--- config.mk ---
export PLATFORM = sky130hd
export DESIGN_NAME = draw_port_arbiter
export DESIGN_NICKNAME = d
export VERILOG_FILES = /design/src/rtl/draw_pkg.sv /design/src/rtl/draw_arb_pick.sv /design/src/rtl/draw_port_arbiter.sv
export SDC_FILE = /design/constraint.sdc
export NUM_CORES = 1
export LEC_CHECK = 0
export CAP_MARGIN = 20
export CORE_MARGIN = 1.5
export CORE_UTILIZATION = 41
export CTS_BUF_LIST = sky130_fd_sc_hd__clkbuf_8
export CTS_CLUSTER_SIZE = 20
export DETAILED_ROUTE_END_ITERATION = 8
export GPL_TIMING_DRIVEN = 0
export PLACE_DENSITY = 0.91
export SYNTH_ARGS = -nofsm -noshare
export SYNTH_HDL_FRONTEND = slang
export SYNTH_SLANG_ARGS = --single-unit
export TNS_END_PERCENT = 1
--- constraint.sdc ---
create_clock -name CLOCK_50 -period 2.86 [get_ports CLOCK_50]
set_clock_uncertainty 0.05 [all_clocks]
set_input_delay 0.572 -clock CLOCK_50 [delete_from_list [all_inputs] [get_ports CLOCK_50]]
set_output_delay 0.572 -clock CLOCK_50 [all_outputs]
set_load 0.01 [all_outputs]
--- src/rtl/draw_pkg.sv ---
// draw_pkg: shared arbitration constants, FSM state type and 320x240 / 3-bit colour defaults
// for the VGA draw-port arbiter.
package draw_pkg;

    localparam int ARB_FIXED = 0;
    localparam int ARB_RR    = 1;

    localparam int DEF_X_W   = 9;
    localparam int DEF_Y_W   = 9;
    localparam int DEF_CLR_W = 3;
    localparam int DEF_X_MAX = 319;
    localparam int DEF_Y_MAX = 239;

    typedef enum logic {
        IDLE  = 1'b0,
        BURST = 1'b1
    } arb_state_t;

endpackage

--- src/rtl/draw_arb_pick.sv ---
// draw_arb_pick: combinational one-hot request picker, fixed priority (ch0 first) or
// round-robin starting at rr_ptr.
module draw_arb_pick #(
    parameter int NUM_CH = 5,
    parameter int PW     = $clog2(NUM_CH)
) (
    input  logic [NUM_CH-1:0] req,
    input  logic [PW-1:0]     rr_ptr,
    input  logic              rr_mode,
    output logic [NUM_CH-1:0] win_oh,
    output logic [PW-1:0]     win_idx
);

    always_comb begin
        int base;
        int idx;
        win_oh  = '0;
        win_idx = '0;
        base    = rr_mode ? int'(rr_ptr) : 0;
        idx     = 0;
        // Walk from the farthest offset back to the start so the nearest requester wins last.
        for (int k = NUM_CH - 1; k >= 0; k--) begin
            idx = base + k;
            if (idx >= NUM_CH) idx = idx - NUM_CH;
            if (req[idx]) begin
                win_oh      = '0;
                win_oh[idx] = 1'b1;
                win_idx     = PW'(idx);
            end
        end
    end

endmodule

--- src/rtl/draw_port_arbiter.sv ---
// draw_port_arbiter: grants the single VGA pixel-write port to one drawing engine per burst
// and forwards its pixels through a clipped, registered output stage.
module draw_port_arbiter
    import draw_pkg::*;
#(
    parameter int NUM_CH   = 5,
    parameter int X_W      = DEF_X_W,
    parameter int Y_W      = DEF_Y_W,
    parameter int CLR_W    = DEF_CLR_W,
    parameter int X_MAX    = DEF_X_MAX,
    parameter int Y_MAX    = DEF_Y_MAX,
    parameter int ARB_MODE = ARB_FIXED,
    parameter int TIMEOUT  = 1023,
    parameter int IDLE_CLR = 0
) (
    input  logic                    CLOCK_50,
    input  logic                    resetn,
    input  logic [NUM_CH-1:0]       req,
    input  logic [NUM_CH-1:0]       pix_valid,
    input  logic [NUM_CH-1:0]       pix_last,
    input  logic [NUM_CH*X_W-1:0]   pix_x,
    input  logic [NUM_CH*Y_W-1:0]   pix_y,
    input  logic [NUM_CH*CLR_W-1:0] pix_clr,
    output logic [NUM_CH-1:0]       grant,
    output logic [NUM_CH-1:0]       pix_ready,
    output logic                    plot,
    output logic [X_W-1:0]          x,
    output logic [Y_W-1:0]          y,
    output logic [CLR_W-1:0]        colour,
    output logic                    busy,
    output logic                    burst_done,
    output logic                    timeout_err
);

    localparam int PW = $clog2(NUM_CH);
    localparam int CW = (TIMEOUT > 0) ? $clog2(TIMEOUT + 1) : 1;
    localparam logic [X_W-1:0]   XM       = X_W'(X_MAX);
    localparam logic [Y_W-1:0]   YM       = Y_W'(Y_MAX);
    localparam logic [CLR_W-1:0] CLR_IDLE = CLR_W'(IDLE_CLR);
    localparam logic [CW-1:0]    TO_CNT   = CW'(TIMEOUT);

    arb_state_t          state_q, state_d;
    logic [NUM_CH-1:0]   grant_q, grant_d;
    logic [PW-1:0]       rr_ptr_q, rr_ptr_d;
    logic [CW-1:0]       idle_cnt_q, idle_cnt_d;
    logic                plot_q, plot_d;
    logic                done_q, done_d;
    logic                terr_q, terr_d;
    logic [X_W-1:0]      x_q, x_d;
    logic [Y_W-1:0]      y_q, y_d;
    logic [CLR_W-1:0]    colour_q, colour_d;

    logic [NUM_CH-1:0]   win_oh;
    logic [PW-1:0]       win_idx;
    logic [X_W-1:0]      own_x;
    logic [Y_W-1:0]      own_y;
    logic [CLR_W-1:0]    own_clr;
    logic                own_req, acc, acc_last, in_bounds;

    draw_arb_pick #(
        .NUM_CH (NUM_CH),
        .PW     (PW)
    ) u_pick (
        .req     (req),
        .rr_ptr  (rr_ptr_q),
        .rr_mode (ARB_MODE == ARB_RR),
        .win_oh  (win_oh),
        .win_idx (win_idx)
    );

    always_comb begin
        own_x   = '0;
        own_y   = '0;
        own_clr = '0;
        for (int i = 0; i < NUM_CH; i++) begin
            if (grant_q[i]) begin
                own_x   = pix_x[i*X_W +: X_W];
                own_y   = pix_y[i*Y_W +: Y_W];
                own_clr = pix_clr[i*CLR_W +: CLR_W];
            end
        end
    end

    assign own_req   = |(req & grant_q);
    assign acc       = |(pix_valid & grant_q);
    assign acc_last  = |(pix_valid & pix_last & grant_q);
    assign in_bounds = (own_x <= XM) && (own_y <= YM);

    always_comb begin
        state_d    = state_q;
        grant_d    = grant_q;
        rr_ptr_d   = rr_ptr_q;
        idle_cnt_d = idle_cnt_q;
        terr_d     = terr_q;
        done_d     = 1'b0;
        plot_d     = 1'b0;
        if (state_q == IDLE) begin
            idle_cnt_d = '0;
            if (|req) begin
                state_d  = BURST;
                grant_d  = win_oh;
                rr_ptr_d = (win_idx == PW'(NUM_CH - 1)) ? '0 : win_idx + 1'b1;
            end
        end else if (acc_last) begin
            // A last pixel completes normally even if req falls in the same cycle.
            state_d = IDLE;
            grant_d = '0;
            done_d  = 1'b1;
            plot_d  = in_bounds;
        end else if (!own_req) begin
            state_d = IDLE;
            grant_d = '0;
        end else if (acc) begin
            idle_cnt_d = '0;
            plot_d     = in_bounds;
        end else begin
            idle_cnt_d = (idle_cnt_q == '1) ? idle_cnt_q : idle_cnt_q + 1'b1;
            if (TIMEOUT != 0 && idle_cnt_d == TO_CNT) begin
                state_d = IDLE;
                grant_d = '0;
                terr_d  = 1'b1;
            end
        end
        x_d      = plot_d ? own_x : x_q;
        y_d      = plot_d ? own_y : y_q;
        colour_d = plot_d ? own_clr : CLR_IDLE;
    end

    always_ff @(posedge CLOCK_50 or negedge resetn) begin
        if (!resetn) begin
            state_q    <= IDLE;
            grant_q    <= '0;
            rr_ptr_q   <= '0;
            idle_cnt_q <= '0;
            plot_q     <= 1'b0;
            done_q     <= 1'b0;
            terr_q     <= 1'b0;
            x_q        <= '0;
            y_q        <= '0;
            colour_q   <= CLR_IDLE;
        end else begin
            state_q    <= state_d;
            grant_q    <= grant_d;
            rr_ptr_q   <= rr_ptr_d;
            idle_cnt_q <= idle_cnt_d;
            plot_q     <= plot_d;
            done_q     <= done_d;
            terr_q     <= terr_d;
            x_q        <= x_d;
            y_q        <= y_d;
            colour_q   <= colour_d;
        end
    end

    assign grant       = grant_q;
    assign pix_ready   = grant_q;
    assign plot        = plot_q;
    assign x           = x_q;
    assign y           = y_q;
    assign colour      = colour_q;
    assign busy        = (state_q == BURST);
    assign burst_done  = done_q;
    assign timeout_err = terr_q;

endmodule

==> results.txt <==
- The flow ran to the end, and the final reports show no timing, DRC or antenna violations.
* Seq cells post-synth: 40
- CTS tree: done
- Post-synth ARST share: 100.0%
- The clock drives 40 sinks.
- Synthesized net count: 460
- Number of unique standard cell types used by synthesis: 57
* Final hold slack: between 300 and 400 ps
- TritonCTS Buffers: 5
- Tracing the worst setup path back leads to its startpoint at grant[0]$_DFFE_PN0P_.
- Fraction of layout cells with a size suffix above 1: roughly 9%
* Main combinational cell family by area after synthesis: compound AO/OA/AOI/OAI gates
- Compared with the post-synthesis result, the final layout area differs by 61.49%.
- The routed design could run at a clock period as short as 2704 ps.
- Final worst path period share: between 90% and 100%
- Clock latency on the worst-skew pair, taken at its later pin, is 300 ps.
- WL/cell: 17.58 µm
- For this run, the total global-route usage over all layers was measured as around 28%.
- The floorplan step defined a core boundary enclosing between 0.006 and 0.007 mm².
* Starting Density: a little over two fifths
* Post-CTS setup repair buffer count: 0
- Wires add up to around 10000 µm.
- Counting every instance in the synthesized netlist gives roughly 340.
* Most frequent cells after synthesis: 40 x sky130_fd_sc_hd__dfrtp_1, 32 x sky130_fd_sc_hd__a21oi_1, 30 x sky130_fd_sc_hd__nand2_1
- Of all cell types, the one taking the most synthesized area is sky130_fd_sc_hd__dfrtp_1.
* Antenna viol nets, final: 0
- Across the run, the number of max-cap violations was 0.
- The tree is rooted in a sky130_fd_sc_hd__clkbuf_8.
- The number of pins exceeding their max-slew limit in the final report is 0.
- In this run, synthesis inferred 0 flip-flops with an integrated enable.
- IO Pins: between 150 and 200
* Max transition margin: between 40% and 50%
- For this run, design rule violations remaining after detail routing come to 0.
- Counting along the longest clock path gives a buffer depth of 2.
* Cell area after placement: approximately 0.0046 mm²
* XOR/XNOR Fraction of Synth Area: less than 1%
* Clock input transition at the sequential cells of the worst setup and hold paths: approximately 80 ps
- Endpoint class of the critical path: register
- For this design the static power due to leakage is between 1.5 and 2 nW.
* Share of synthesized cell area in and, or, nand and nor gates: about a quarter
- For the final routed database, the setup TNS stands at 0 ps.
* Post-Place Cells: slightly below 600
* Number of input and output port buffers inserted: between 150 and 200
- Last weighted congestion value of the routability-driven placer: 0.9028
* Slew at the pin with the worst max-slew slack: about 850 ps
- The count of final hold-check violations came to 0.
- Setup violations remaining at the end of the flow were counted as 0.
- FF-to-FF End: x[5]$_DFFE_PN0P_
* Detailed-routing iteration count for the pre-antenna-repair pass: 4
- R2r setup slk: 160 ps
- Timing would allow up to roughly 0.37 GHz.
- Aggregate global routing overflow: 0
- Internal power: between 1.5 and 2 mW
- Multiplexer share of the synthesized area: between 6 and 7%
- The cell area that synthesis handed to floorplanning was ~0.0029 mm².
* Area share of the leading cell type in the synthesized netlist: roughly 35%
* Net switching power of the design: roughly 990 µW
- For the worst setup path, the data arrival time is 2830 ps.
- Most used DFF post-synth: sky130_fd_sc_hd__dfrtp_1
- The routed layout has between 3000 and 4000 vias.
- Fraction of power consumed by the clock network: approximately 15%
- Measured in cells, the most critical reg-to-reg path has a length of 9.
* Switching share of total power: around 37%
- The via count of the first global-routing pass came to roughly 3300.
- Detailed-placement wirelength estimate: roughly 8200 µm
* Peak VDD IR: 0.0002669 V
* Share of synthesized area occupied by flip-flops and latches: between 30 and 40%
* Post-route cell area: 0.004679 mm²
* Initial DRC count: between 200 and 250
- The first global-routing pass estimated approximately 16000 µm of wire.
- Antenna violations before repair: 0
* Reg-to-Reg Start: grant[0]$_DFFE_PN0P_
- For this design the ratio of total power to cell area is around 570 mW/mm².
- 0 antenna diodes ended up in the layout.
* Area fraction in compound gates after synthesis: 27.46%
- Net total in the final layout: 623
- Yosys attributes the largest share of cell area to sky130_fd_sc_hd__dfrtp_1 35%, sky130_fd_sc_hd__a21oi_1 5.5%, sky130_fd_sc_hd__a221oi_1 4.5%, sky130_fd_sc_hd__nor2b_1 4.5%, sky130_fd_sc_hd__mux2_1 3.9%.
- RSZ-0062 raised after global routing: false
- For this run, the number of standard cells in the final layout without fillers is 597.
- Die area: ~0.0076 mm²
* Final Power: ~2.7 mW
- Mean post-synth cell area: approximately 8.6 µm²
- Die extent in y: slightly below 90 µm
* Die width: ~87 µm
- Hold bufs inserted after CTS: 0
- Post-CTS sizing: 0
- Maximum number of pins on one net before global-route repair: between 40 and 50
* Number of warnings reported in the yosys synthesis log: 0
- Row generation in the floorplan step produced 30 rows.
- In the post-synthesis netlist, the cell with the most instances is sky130_fd_sc_hd__dfrtp_1.
* Data required time of the worst path: 2990 ps
* Combinational share of power: about 54%
- Sequential cells account for a little under a third of the total power.
- In this run the worst path has a maximum fanout of 10.
- STA classifies the critical path startpoint as a register.
- Adder and majority cell fraction of the synthesized area: less than 1%
* Ratio of routed vias to standard cells: ~5.7
- H-tree depth reported by CTS: 2
- The tightest min-delay check is of the input port to asynchronous set/reset pin type.
- Critical path class: register to register
## final cells by class
class                      count  area (µm²)
tap                           96       120.1
timing repair buffer         156        1556
buffer                        32       166.4
inverter                       7       26.28
clock inverter                 2       15.01
fill                         551        2152
multi-input combinational    258        1710
sequential                    40        1002
clock buffer                   6       82.58
## through the flow
step	utilization (%)	worst slack, ps
after global placement	67.03	-118.6
final	68.50	155.8
after CTS	68.39	134.8
after detailed placement	66.96	-149.6
after floorplan	-	381.3
after global routing	68.50	0.4661
## how the worst max path moves through the flow
stage,to,slack [ps],depth (start not counted)
5_1_grt,x[0]$_DFFE_PN0P_,0.5,9
3_3_place_gp,idle_cnt_q[1]$_DFFE_PN0P_,-120,7
2_1_floorplan,grant[0]$_DFFE_PN0P_,380,9
3_5_place_dp,idle_cnt_q[4]$_DFFE_PN0P_,-150,8
4_1_cts,grant[0]$_DFFE_PN0P_,130,9
6_report,x[5]$_DFFE_PN0P_,160,9
## flip-flops by register name (all words and copies together) (netlist names)
signal,cells
idle_cnt_q,10
burst_done,1
colour,3
busy,1
plot,1
y,9
grant,5
x,9
timeout_err,1
## power by group through the flow
| stage | Combinational, mW | Clock [mW] | Sequential, mW |
|---|---|---|---|
| 3_5_place_dp | 1.43 | 0 | 0.836 |
| 2_1_floorplan | 0.657 | 0 | 0.882 |
| 3_3_place_gp | 1.39 | 0 | 0.829 |
| 5_1_grt | 1.54 | 0.447 | 0.846 |
| 6_report | 1.44 | 0.401 | 0.826 |
| 4_1_cts | 1.43 | 0.414 | 0.824 |
## worst max-delay path, stage by stage, from the launching register on
cell                       delay (ps)
sky130_fd_sc_hd__dfrtp_1          390
sky130_fd_sc_hd__buf_2            210
sky130_fd_sc_hd__nor2b_1          160
sky130_fd_sc_hd__buf_2            180
sky130_fd_sc_hd__a221oi_1         360
sky130_fd_sc_hd__nor3_1            90
sky130_fd_sc_hd__a221oi_1         310
sky130_fd_sc_hd__o21a_1           270
sky130_fd_sc_hd__buf_4            220
sky130_fd_sc_hd__mux2_1           340
## per-layer routing
metal	up-vias	track usage (%)	wire length, µm
met1	1645	31.38	3935
met2	144	50.67	5483
met4	0	10.85	265
met3	27	4.834	810
met5	-	0	0
li1	1593	-	-
## kinds of logic after synthesis
kind of cell / after synthesis
adder cells (fa/ha/maj): 1
AO/OA/AOI/OAI: 112
buffers and inverters: 39
multiplexers: 18
AND/OR/NAND/NOR: 126
flip-flops: 40
XOR/XNOR: 1
## cell usage in the layout (no fill, tap or decap), types with 12 or more instances in the layout
cell type                           n
sky130_fd_sc_hd__nor3_1            19
sky130_fd_sc_hd__a221oi_1          15
sky130_fd_sc_hd__clkdlybuf4s50_1  155
sky130_fd_sc_hd__clkbuf_1          12
sky130_fd_sc_hd__a21oi_1           32
sky130_fd_sc_hd__o21ai_0           20
sky130_fd_sc_hd__dfrtp_1           39
sky130_fd_sc_hd__nor2b_1           21
sky130_fd_sc_hd__nand2_1           30
sky130_fd_sc_hd__nand3_1           13
Note: power is estimated with default switching activity, not from simulation.
==> variant 1, RTL diff (same settings) <==
Change the package constant `DEF_X_W` from 9 to 13.
--- a/src/rtl/draw_pkg.sv
+++ b/src/rtl/draw_pkg.sv
@@ -5,7 +5,7 @@
     localparam int ARB_FIXED = 0;
     localparam int ARB_RR    = 1;
 
-    localparam int DEF_X_W   = 9;
+    localparam int DEF_X_W   = 13;
     localparam int DEF_Y_W   = 9;
     localparam int DEF_CLR_W = 3;
     localparam int DEF_X_MAX = 319;
Interface: changed (resized pix_x and x); port bits go from 157 to 181. The function was not compared with the original's and may differ.
==> variant 1 against the unedited design <==
Area after synthesis up 3.3%. Sequential share of layout area up 0.18 points. Routed wire length up 15%. Final area up 9.0%. Cell count up 6.0%. Sequential cell count up 4. Worst setup slack worse by 0.14 ns. Total power up 4.6%. Highest routed layer is now met5.
==> variant 1: results (changes against the unedited design) <==
.. list-table::
   :header-rows: 1

   * - Metric
     - Value
   * - DR iter-0 viols
     - 200 (-14%)
   * - Worst reg2reg setup slack
     - 0.02 ns (-0.14 ns)
   * - Slowest stage cell on the critical path
     - sky130_fd_sc_hd__dfrtp_1
   * - Final clock period utilization by the worst path
     - 0.994 (+0.0489)
   * - Relative slew slack
     - 0.483 (+0.0511)
   * - Last weighted congestion value of the routability-driven placer
     - 0.927 (+2.7%)
   * - Number of global-route vias before repair
     - 3805 (+15%)
   * - Fraction of synthesized cell area in xor and xnor cells
     - 0 (-0.00302)
   * - Worst supply voltage drop on vdd
     - 0.336 mV (+26%)
   * - Part of the Yosys area used for sequential elements
     - 0.368 (+0.0223)
   * - Distinct cells, synth
     - 53 (-7.0%)
   * - Ratio of cells with drive above 1 in the final layout
     - 0.0782 (-0.00961)
   * - Pre-antenna DRT Iters
     - 6 (+2)
   * - Pre-CTS setup slack
     - -0.448 ns (-0.298 ns)
   * - Share of cell area taken by muxes after synthesis
     - 0.0648 (-0.00474)
   * - Data arrival, critical path
     - 2.98 ns (+0.15 ns)
   * - Status
     - finished, final reports clean
   * - Leakage
     - 2.09 nW (+11%)
   * - Async set-reset flop share out of synthesis
     - 1.00 (unchanged)
   * - Setup repair bufs after CTS
     - 3 (+3)
   * - Final net count
     - 679 (+9.0%)
   * - CTS-repair resized insts
     - 4 (+4)
   * - Capturing point of the worst reg2reg path
     - x[2]
   * - HPWL Detailed
     - 9460 um (+15%)
   * - # port buffers
     - 180 (+15%)
   * - Average routed wire per standard cell
     - 19.1 um (+8.6%)
   * - Delay of the slowest cell on the worst path
     - 0.41 ns (+0.02 ns)
   * - Routed vias/inst
     - 6.00 (+5.1%)
   * - Cell area after placement
     - 4930 um^2 (+7.8%)
   * - List of most frequent post-synthesis cells
     - 44 x sky130_fd_sc_hd__dfrtp_1, 29 x sky130_fd_sc_hd__nand2_1, 24 x sky130_fd_sc_hd__nor2_1
   * - Area fraction in compound gates after synthesis
     - 0.288 (+0.0137)
   * - Total track usage
     - 0.300 (+0.0245)
   * - Synthesized net count
     - 488 (+6.1%)
   * - Synthesized-area fraction occupied by adder cells
     - 0.00418 (-0.000139)
[variant 1: cell count changes after synthesis, sizes merged, moves of 5 or more]
cell	delta
mux2	-6
mux2i	+6
a21oi	-11
nor2	+13
clkbuf	+5
buf	-7
nand3	+5
nor3	-7
nand3b	-5
nor2b	-12
[variant 1: power by group]
group / switching (mW) / internal, mW / total [mW] / leakage [nW]
clock: 0.221 / 0.259 / 0.480 / 0.0541
combinational: 0.696 / 0.765 / 1.46 / 1.45
sequential: 0.100 / 0.749 / 0.849 / 0.590
total: 1.02 / 1.77 / 2.79 / 2.09
[variant 1: how the worst min path moves through the flow]
stage / slack [ns] / end / cells past startpoint
6_report: 0.03 / x[12] / 1
5_1_grt: 0.03 / x[12] / 1
4_1_cts: 0.03 / x[12] / 1
3_5_place_dp: 0.35 / x[12] / 1
3_3_place_gp: 0.40 / timeout_err / 1
2_1_floorplan: 0.23 / burst_done / 0
[variant 1: kinds of logic (layout without fill, tap and decap cells)]
group | Yosys count | after routing
buf+inv | 41 | 233
compound gates | 120 | 120
mux | 18 | 18
flops | 44 | 44
fa+ha+maj | 1 | 1
simple gates | 121 | 121
[variant 1: area by class of cell]
type,instances,area [um^2]
Buffer,30,161
Clock buffer,5,68.8
Clock inverter,3,42.5
Fill cell,506,1850
Inverter,11,41.3
Multi-Input combinational cell,260,1720
Sequential cell,44,1100
Tap cell,96,120
Timing Repair Buffer,184,1840
[variant 1: per-stage QoR]
step | cells | utilization
2_1_floorplan | 345 | -
3_3_place_gp | 621 | 0.708
3_5_place_dp | 622 | 0.710
4_1_cts | 633 | 0.732
5_1_grt | 633 | 0.734
6_report | 633 | 0.734
[variant 1: layer usage]
layer / wire (um) / track usage
met5: 9 / 0
met4: 446 / 0.141
met3: 1100 / 0.0793
met2: 6100 / 0.538
met1: 4430 / 0.330
==> variant 2, RTL diff (same flow settings) <==
Without the edit above. Put one more register stage on the output `timeout_err`. The value now appears one clock later. The other outputs are not delayed to match.
--- a/src/rtl/draw_port_arbiter.sv
+++ b/src/rtl/draw_port_arbiter.sv
@@ -160,7 +160,9 @@
     assign colour      = colour_q;
     assign busy        = (state_q == BURST);
     assign burst_done  = done_q;
-    assign timeout_err = terr_q;
+    always_ff @(posedge CLOCK_50) begin
+        timeout_err <= terr_q;
+    end
 
 endmodule
 
Check against the original RTL: no difference found for any inputs over 10 cycles, from zero or initial values and one cycle with resetn low; that may be too few to reach the edited logic, so the function may still have changed.
==> variant 2 against the unedited design <==
Final area increased by 0.70%. Highest routed layer unchanged. Synthesized cell count shrank 0.59%. Total power is 6.0% higher. Area after synthesis decreased by 1.1%. Clock power up 37%. Non-clock buffer count is 4 higher. Largest cell class unchanged. Routed wire length shrank 0.99%. Largest power group unchanged. Worst setup slack got worse by 0.079 ns. Count of clock-buffer cells in the layout shrank 1. Sequential cell count up 1.
==> variant 2: results (changes against the unedited design) <==
.. list-table::
   :header-rows: 1

   * - Metric
     - Value
   * - Status
     - finished, final reports clean
   * - Crit. Startpoint
     - grant[0]
   * - Synthesized-area fraction occupied by adder cells
     - 0.00436 (+0.0000471)
   * - Total track usage
     - 0.263 (-0.0124)
   * - Area fraction in compound gates after synthesis
     - 0.271 (-0.00311)
   * - Setup repair bufs after CTS
     - 2 (+2)
   * - Ratio of cells with drive above 1 in the final layout
     - 0.0777 (-0.0101)
   * - Number of global-route vias before repair
     - 3227 (-2.7%)
   * - Part of the Yosys area used for sequential elements
     - 0.356 (+0.0108)
   * - Detail Route met3 WL
     - 836 um (+3.2%)
   * - Met1 wire length
     - 4220 um (+7.3%)
   * - Pre-CTS setup slack
     - -0.148 ns (+0.00127 ns)
   * - R2r worst-path depth
     - 10 (+1)
   * - Distinct cells, synth
     - 55 (-3.5%)
   * - Worst reg2reg setup slack
     - 0.08 ns (-0.08 ns)
   * - Routed vias/inst
     - 5.64 (-1.2%)
   * - Share of cell area taken by muxes after synthesis
     - 0.0677 (-0.00186)
   * - Relative slew slack
     - 0.397 (-0.0353)
   * - Leakage
     - 1.96 nW (+4.2%)
   * - Leading post-synthesis cells by cell area
     - sky130_fd_sc_hd__dfrtp_1 35%, sky130_fd_sc_hd__a21oi_1 5.1%, sky130_fd_sc_hd__a221oi_1 4.0%
   * - List of most frequent post-synthesis cells
     - 40 x sky130_fd_sc_hd__dfrtp_1, 29 x sky130_fd_sc_hd__a21oi_1, 27 x sky130_fd_sc_hd__nand2_1
   * - Global-route wire length before repair
     - 15500 um (-3.4%)
   * - DR iter-0 viols
     - 188 (-19%)
   * - Layout fillers
     - 542 (-1.6%)
   * - Pre-antenna DRT Iters
     - 5 (+1)
   * - Cell area after placement
     - 4540 um^2 (-0.68%)
   * - Synthesized net count
     - 458 (-0.43%)
   * - Category of cells accounting for the largest share of critical-path delay
     - buffers and inverters
   * - Worst supply voltage drop on vdd
     - 0.296 mV (+11%)
   * - Post-synthesis area per instance
     - 8.56 um^2 (-0.49%)
   * - Critical path peak fanout
     - 10 (unchanged)
   * - Number of vias in the routed layout
     - 3374 (-1.0%)
   * - Number of antenna violations at the first check in global routing
     - 0 (unchanged)
   * - Total detailed-routing wirelength
     - 10400 um (-0.99%)
   * - Total instance count after detailed placement
     - 587 (-0.34%)
   * - Final clock period utilization by the worst path
     - 0.973 (+0.0277)
   * - Final worst hold slack
     - 0.358 ns (+0.0311 ns)
   * - Final net count
     - 624 (+0.16%)
   * - Fraction of synthesized cell area in xor and xnor cells
     - 0.00611 (+0.00309)
   * - Data arrival, critical path
     - 2.90 ns (+0.07 ns)
==> variant 2: cell count changes after synthesis, sizes merged, moves of 4 or more <==
cell / change
a22o: +10
buf: -4
clkbuf: +5
inv: +8
mux2: -6
mux2i: +6
nand2b: +4
nand4: +4
nor2: +6
nor2b: -7
nor3: -6
o21ai: -10
o22ai: +4
==> variant 2: report_power, final <==
part | switching, mW | internal, mW | leakage [nW] | total, mW
Sequential | 0.0949 | 0.728 | 0.541 | 0.823
Clock | 0.203 | 0.347 | 0.0681 | 0.550
Combinational | 0.675 | 0.780 | 1.35 | 1.45
Total | 0.973 | 1.85 | 1.96 | 2.83
==> variant 2: area by class of cell <==
class / instances / area (um^2) / area share
repair buffers: 160 / 1590 / 0.337
clock buffers: 5 / 68.8 / 0.0146
multi-input cells: 246 / 1630 / 0.346
plain buffers: 32 / 164 / 0.0348
inverters: 15 / 56.3 / 0.0119
clock inverters: 3 / 65.1 / 0.0138
flip-flops and latches: 41 / 1020 / 0.217
well taps: 96 / 120 / 0.0255
